==> config.mk <==
export PLATFORM = sky130hd
export DESIGN_NAME = cpu_bus_unit
export DESIGN_NICKNAME = d
export VERILOG_FILES = /design/src/rtl/cpu_bus_unit.sv
export SDC_FILE = /design/constraint.sdc
export NUM_CORES = 1
export LEC_CHECK = 0
export ABC_AREA = 1
export BUFFER_PORTS_ARGS = -buffer_cell sky130_fd_sc_hd__buf_2
export CORE_UTILIZATION = 41
export CTS_CLUSTER_SIZE = 16
export DETAILED_ROUTE_END_ITERATION = 8
export GPL_TIMING_DRIVEN = 1
export PLACE_DENSITY = 0.86
export SLEW_MARGIN = 15
export SYNTH_ARGS = -nofsm -noshare
export SYNTH_HDL_FRONTEND = slang
export SYNTH_SLANG_ARGS = --single-unit
==> constraint.sdc <==
create_clock -name i_Clk -period 1.15 [get_ports i_Clk]
set_input_delay 0.345 -clock i_Clk [delete_from_list [all_inputs] [get_ports i_Clk]]
set_output_delay 0.345 -clock i_Clk [all_outputs]
set_load 0.01 [all_outputs]
==> src/rtl/cpu_bus_unit.sv <==
// CPU-side memory bus sequencer: latches address/store data from the control unit, runs one read or write.
// Optional wait-state timeout is enabled with `define BUS_WAIT_TIMEOUT_EN.
module cpu_bus_unit #(
    parameter int DATA_W = 8,
    parameter int ADDR_W = 16
) (
    input  logic              i_Clk,
    input  logic              i_Reset_n,
    input  logic              i_Address_Out,
    input  logic              i_Bus_In,
    input  logic              i_Bus_Out,
    input  logic [ADDR_W-1:0] i_Address,
    input  logic [DATA_W-1:0] i_Data_Internal,
    output logic [DATA_W-1:0] o_Data_Internal,
    output logic              o_Data_Valid,
    output logic [ADDR_W-1:0] o_Mem_Addr,
    output logic              o_Mem_Rd,
    output logic              o_Mem_Wr,
    output logic [DATA_W-1:0] o_Mem_Wdata,
    input  logic [DATA_W-1:0] i_Mem_Rdata,
    input  logic              i_Mem_Wait,
    output logic              o_Stall,
    output logic              o_Bus_Error
);

    typedef enum logic [1:0] {IDLE, ADDR_HELD, READ, WRITE} state_t;

    state_t            state_q, state_d;
    logic              addr_ld, wdata_ld, rdata_ld, valid_d, err_d;
    logic [DATA_W-1:0] rdata_d;

`ifdef BUS_WAIT_TIMEOUT_EN
    logic [7:0] wait_cnt;
    logic       timeout;

    // Fires on the 255th consecutive stalled edge, i.e. as the counter would reach 255.
    assign timeout = i_Mem_Wait && (wait_cnt == 8'd254);
`endif

    always_comb begin
        state_d  = state_q;
        addr_ld  = 1'b0;
        wdata_ld = 1'b0;
        rdata_ld = 1'b0;
        valid_d  = 1'b0;
        err_d    = 1'b0;
        rdata_d  = i_Mem_Rdata;
        case (state_q)
            IDLE: begin
                if (i_Address_Out) begin
                    addr_ld = 1'b1;
                    state_d = ADDR_HELD;
                end
            end
            ADDR_HELD: begin
                // Any bus strobe takes priority over an address re-latch.
                if (i_Bus_In && i_Bus_Out) begin
                    err_d = 1'b1;
                end else if (i_Bus_In) begin
                    state_d = READ;
                end else if (i_Bus_Out) begin
                    wdata_ld = 1'b1;
                    state_d  = WRITE;
                end else if (i_Address_Out) begin
                    addr_ld = 1'b1;
                end
            end
            READ: begin
                if (!i_Mem_Wait) begin
                    rdata_ld = 1'b1;
                    valid_d  = 1'b1;
                    state_d  = IDLE;
                end
`ifdef BUS_WAIT_TIMEOUT_EN
                else if (timeout) begin
                    rdata_ld = 1'b1;
                    rdata_d  = '1;
                    valid_d  = 1'b1;
                    err_d    = 1'b1;
                    state_d  = IDLE;
                end
`endif
            end
            WRITE: begin
                if (!i_Mem_Wait) begin
                    state_d = IDLE;
                end
`ifdef BUS_WAIT_TIMEOUT_EN
                else if (timeout) begin
                    err_d   = 1'b1;
                    state_d = IDLE;
                end
`endif
            end
            default: state_d = IDLE;
        endcase
    end

    always_ff @(posedge i_Clk or negedge i_Reset_n) begin
        if (!i_Reset_n) begin
            state_q         <= IDLE;
            o_Mem_Addr      <= '0;
            o_Mem_Wdata     <= '0;
            o_Data_Internal <= '0;
            o_Data_Valid    <= 1'b0;
            o_Bus_Error     <= 1'b0;
        end else begin
            state_q      <= state_d;
            o_Data_Valid <= valid_d;
            o_Bus_Error  <= err_d;
            if (addr_ld)  o_Mem_Addr      <= i_Address;
            if (wdata_ld) o_Mem_Wdata     <= i_Data_Internal;
            if (rdata_ld) o_Data_Internal <= rdata_d;
        end
    end

`ifdef BUS_WAIT_TIMEOUT_EN
    always_ff @(posedge i_Clk or negedge i_Reset_n) begin
        if (!i_Reset_n) begin
            wait_cnt <= '0;
        end else if ((state_q == READ || state_q == WRITE) && i_Mem_Wait) begin
            wait_cnt <= wait_cnt + 8'd1;
        end else begin
            wait_cnt <= '0;
        end
    end
`endif

    // Strobes decode straight from state so reset drops them without a clock edge.
    assign o_Mem_Rd = (state_q == READ);
    assign o_Mem_Wr = (state_q == WRITE);
    assign o_Stall  = (o_Mem_Rd | o_Mem_Wr) & i_Mem_Wait;

endmodule

# Word level (Yosys, flattened, before mapping)
# Index checks and enable logic that the tools add are counted.
# classes
addsub,0
mul,0
div,0
order_cmp,0
eq_ne,7
n_shift,0
mux,19
n_bitwise,2
reduce_logical,4
# op_table
operator,n
$mux W1,12
$mux W2,5
$ne A2 B2 Y1 const B,3
$pmux W2 S3,1
$eq A2 B2 Y1 const B,2
$reduce_and A4 Y1,1
$ne A3 B3 Y1 const B,1
$eq A2 B1 Y1 const B,1
$logic_not A2 Y1,1
$pmux W1 S2,1
$reduce_or A2 Y1,1
$and A1 B1 Y1,1
$logic_and A1 B1 Y1,1
$or A1 B1 Y1,1
# totals
reg_bits,36
latchBits,0
ramBits,0
mem_bits_ro,0
elab_cells,38
memories,0

# Depth between registers and ports, before layout
# depth
word_depth,5
mapped_depth,9
mapped_depth_nobuf,7

# Worst setup path before layout
# OpenSTA, ideal clock, no wires.
# synth_timing
path_type,register -> register
start,reg state_q[1]
end,reg o_Mem_Addr[10]
arrival_time_ps,1095
required_ps,1033
setup_slack_ps,-62
path_stages_with_launch,9
n_path_buf,2
cell_sequence,dfrtp_1 > buf_4 > nor2_8 > nand2_4 > nand2_4 > nand2_4 > buf_6 > nand2_1 > nand2_1
# synth_via
elab_chain_cells,2
elab_cells_between_ends,3
# synth_rtl
element,line_no,rtl
start: declaration,28,"state_t state_q, state_d;"
start signal: assignment,108,state_q <= state_d;
$eq A2 B1 Y1 / $logic_not A2 Y1 (equally long branches),48,case (state_q)
$pmux W1 S2 *,48,
end signal: assignment,111,if (addr_ld) o_Mem_Addr <= i_Address;
end: declaration,16,"output logic [ADDR_W-1:0] o_Mem_Addr,"
# Every way passes the cells marked *; elsewhere a longest branch is shown, timed or not.
# A chain may end at the register's enable or synchronous reset.

# Worst setup path in the final report
# layout_timing
start,reg state_q[0]
end,out o_Mem_Wr
# layout_via
elab_chain_cells,1
# layout_rtl
element,line_no,rtl
$eq A2 B2 Y1,131,assign o_Mem_Wr = (state_q == WRITE);
end: declaration,18,"output logic o_Mem_Wr,"
# Every way passes these cells.

==> run metrics <==
Hold WC Path Type=in2async; failing checks=setup timing; die width=~63 um; Area Overhead vs Synth=61.30%; Mapped Avg Cell Area=between 9 and 10 sq um; via count=around 1500; sw power=~2.4 mW; Yosys top cell area share=0.5854; Net Count, Synth=between 200 and 250; Leakage=roughly 1.5 nW; crit path cell chain=buf_6 > nand2_4 > inv_2 > buf_6; worst reg-to-reg setup slack=-0.20 ns; CP dominant cell by count=buf_6; vias in the first global route=about 1400; combinational share of power=0.519; register area share after synthesis=0.5854; Clk network pwr share=0.158; CTS Buf Count=5; Yosys top cell by area=dfrtp_1; Clock Latency Late Sink=around 0.28 ns; Worst Path Max Fanout=4; Clock Sinks=36; chip height=approximately 63 um; initial antenna violation count=0; library cells used by synthesis=20; yosys warns=0; wire per inst=11.04 um; clock skew=approximately 0.0068 ns; area of the mapped netlist=roughly 0.0015 sq mm; Final period util=1.227; Routability Congestion=roughly 0.67; HPWL Detailed=between 2000 and 2500 um; Synth Instances=169; Layout Nets=323; share of cells above drive strength 1=0.5070; slew of the pin with the lowest slew margin=approximately 0.21 ns; Initial Util=0.4437; CP delay by family, top=flip-flops; number of synthesized flops with an enable pin=0; Core Footprint=between 0.003 and 0.004 sq mm; worst slack, placed=-0.1479 ns; max_slew headroom=0.8580; Main synth FF type=dfrtp_1; pin count of the biggest net entering global routing=37; DR pass1 iterations=4; CTS root buf=clkbuf_8; Slew Limit Fails=0; Area contributors post-synth=dfrtp_1 59%, nand2_1 17%, nand3_1 5.9%; CP max stage delay=between 0.4 and 0.5 ns; global route total overflow=0; htree depth=2; Final WS setup=-0.2608 ns; cell at the slowest stage of the critical path=dfrtp_2; DRC viols=0; Final Hold Viols=0; first-pass GRT wire length=approximately 5900 um; RSZ-0062 raised after global routing=true; worst flop-to-flop path endpoint=o_Mem_Addr[7]$_DFFE_PN0P_; post-route ant nets=0; CTS tree=yes; Worst Path Required=a little over 0.8 ns; final setup vio count=33; Min Hold Slack=around 0.014 ns; DRT iter0 DRCs=50; pwr dens=2706 mW/mm^2; Buf/Inv on CP=3; drt total wl=3666 um; Synth top cells by count=71 x nand2_1, 36 x dfrtp_1, 18 x nand3_1; Worst setup EP type=output pin; Period minus WS final=1.411 ns; post-layout util=0.7157; GR Util All Layers=0.1930; Arr. time, crit path=around 1.1 ns; status=finished with violations; I/O pins=75; P_int=4.319 mW; Switching Fraction=0.3570; FF+latch count, synth=36; Max Cap Viol=0; Clock transition at path regs=about 0.070 ns; element type at the critical path start=flop; most common cell in the netlist=nand2_1; Post-CTS Hold Buffers=0; CP Class=reg2out; Die Area=between 0.004 and 0.005 sq mm; vias per cell=around 4.5; R2R cell count=7; Port Buffer Count=74; Peak VDD IR=1.362 mV; Sequential Power Share=0.323; Post-synth ARST share=1.000; antenna cell count=0; r2r startpoint=state_q[1]$_DFFE_PN0P_; # rows=21; CTS Buffer Depth=2; Achievable Freq=around 710 MHz
==> metal layers <==
| layer | vias up | wire, um | global-route usage |
|---|---|---|---|
| li1 | 758 | - | - |
| met1 | 688 | 1501 | 0.2224 |
| met2 | 57 | 1888 | 0.3414 |
| met3 | 4 | 254 | 0.05797 |
| met4 | 0 | 21 | 0.05966 |
| met5 | - | 0 | 0 |
==> cells in the final DEF, fill, tap and decap left out, types with 2 or more instances in the layout <==
cell      count
buf_2        73
nand2_1      65
dfrtp_1      34
buf_4        31
nand3_1      18
inv_1        13
o21ai_1       8
nand2_2       6
buf_6         6
clkbuf_8      5
nand2_4       3
nor2_2        2
nand2_8       2
nor2_4        2
nand3b_4      2
buf_12        2
dfrtp_2       2
==> how the worst max path moves through the flow <==
stage	startpoint	to	slack, ns	cells after the start
floorplan	state_q[0]$_DFFE_PN0P_	o_Mem_Addr[10]$_DFFE_PN0P_	-0.04	9
global placement	state_q[1]$_DFFE_PN0P_	state_q[0]$_DFFE_PN0P_	-0.09	6
detailed placement	state_q[1]$_DFFE_PN0P_	state_q[0]$_DFFE_PN0P_	-0.15	6
CTS	state_q[0]$_DFFE_PN0P_	o_Mem_Wr	-0.29	4
global route	state_q[0]$_DFFE_PN0P_	o_Mem_Wr	-0.30	4
finish	state_q[0]$_DFFE_PN0P_	o_Mem_Wr	-0.26	4
==> metrics by stage <==
step / total power, mW / cells / cell area, sq um / setup TNS, ns
6_report: 6.717 / 332 / 2482 / -3.273
5_1_grt: 7.189 / 332 / 2482 / -6.079
4_1_cts: 6.283 / 315 / 2317 / -2.950
3_5_place_dp: 4.549 / 291 / 2003 / -2.414
3_3_place_gp: 4.455 / 291 / 2003 / -1.375
2_1_floorplan: 3.607 / 169 / 1541 / -0.3975
==> sequential cells by signal, summed over array words and instances, names as in the netlist <==
signal           count
o_Bus_Error          1
o_Data_Internal      8
o_Data_Valid         1
o_Mem_Addr          16
o_Mem_Wdata          8
state_q              2
==> kinds of logic after synthesis <==
logic type,synth area share
compound gates,0.03577
buf+inv,0.07398
flops,0.5854
simple gates,0.3049
==> final cells by class <==
cell class	count	area, sq um
Clock buffer	6	72.57
Clock inverter	2	35.03
Fill cell	269	985.9
Multi-Input combinational cell	113	608.1
Sequential cell	36	903.4
Tap cell	46	57.56
Inverter	16	67.56
Timing Repair Buffer	113	738.2
==> what timing repair did <==
item,in CTS,in global routing
endpoints found under the setup margin,59,69
buffers inserted,13,16
gates resized for setup,15,11
cloned,3,1
==> power by group through the flow <==
stage / Combinational (mW) / Clock [mW] / Sequential (mW)
after global routing: 3.82 / 1.15 / 2.22
after CTS: 3.04 / 1.09 / 2.16
after global placement: 2.27 / 0 / 2.18
final: 3.48 / 1.06 / 2.17
after detailed placement: 2.35 / 0 / 2.19
after floorplan: 1.22 / 0 / 2.39
(Power assumes the default switching activity.)
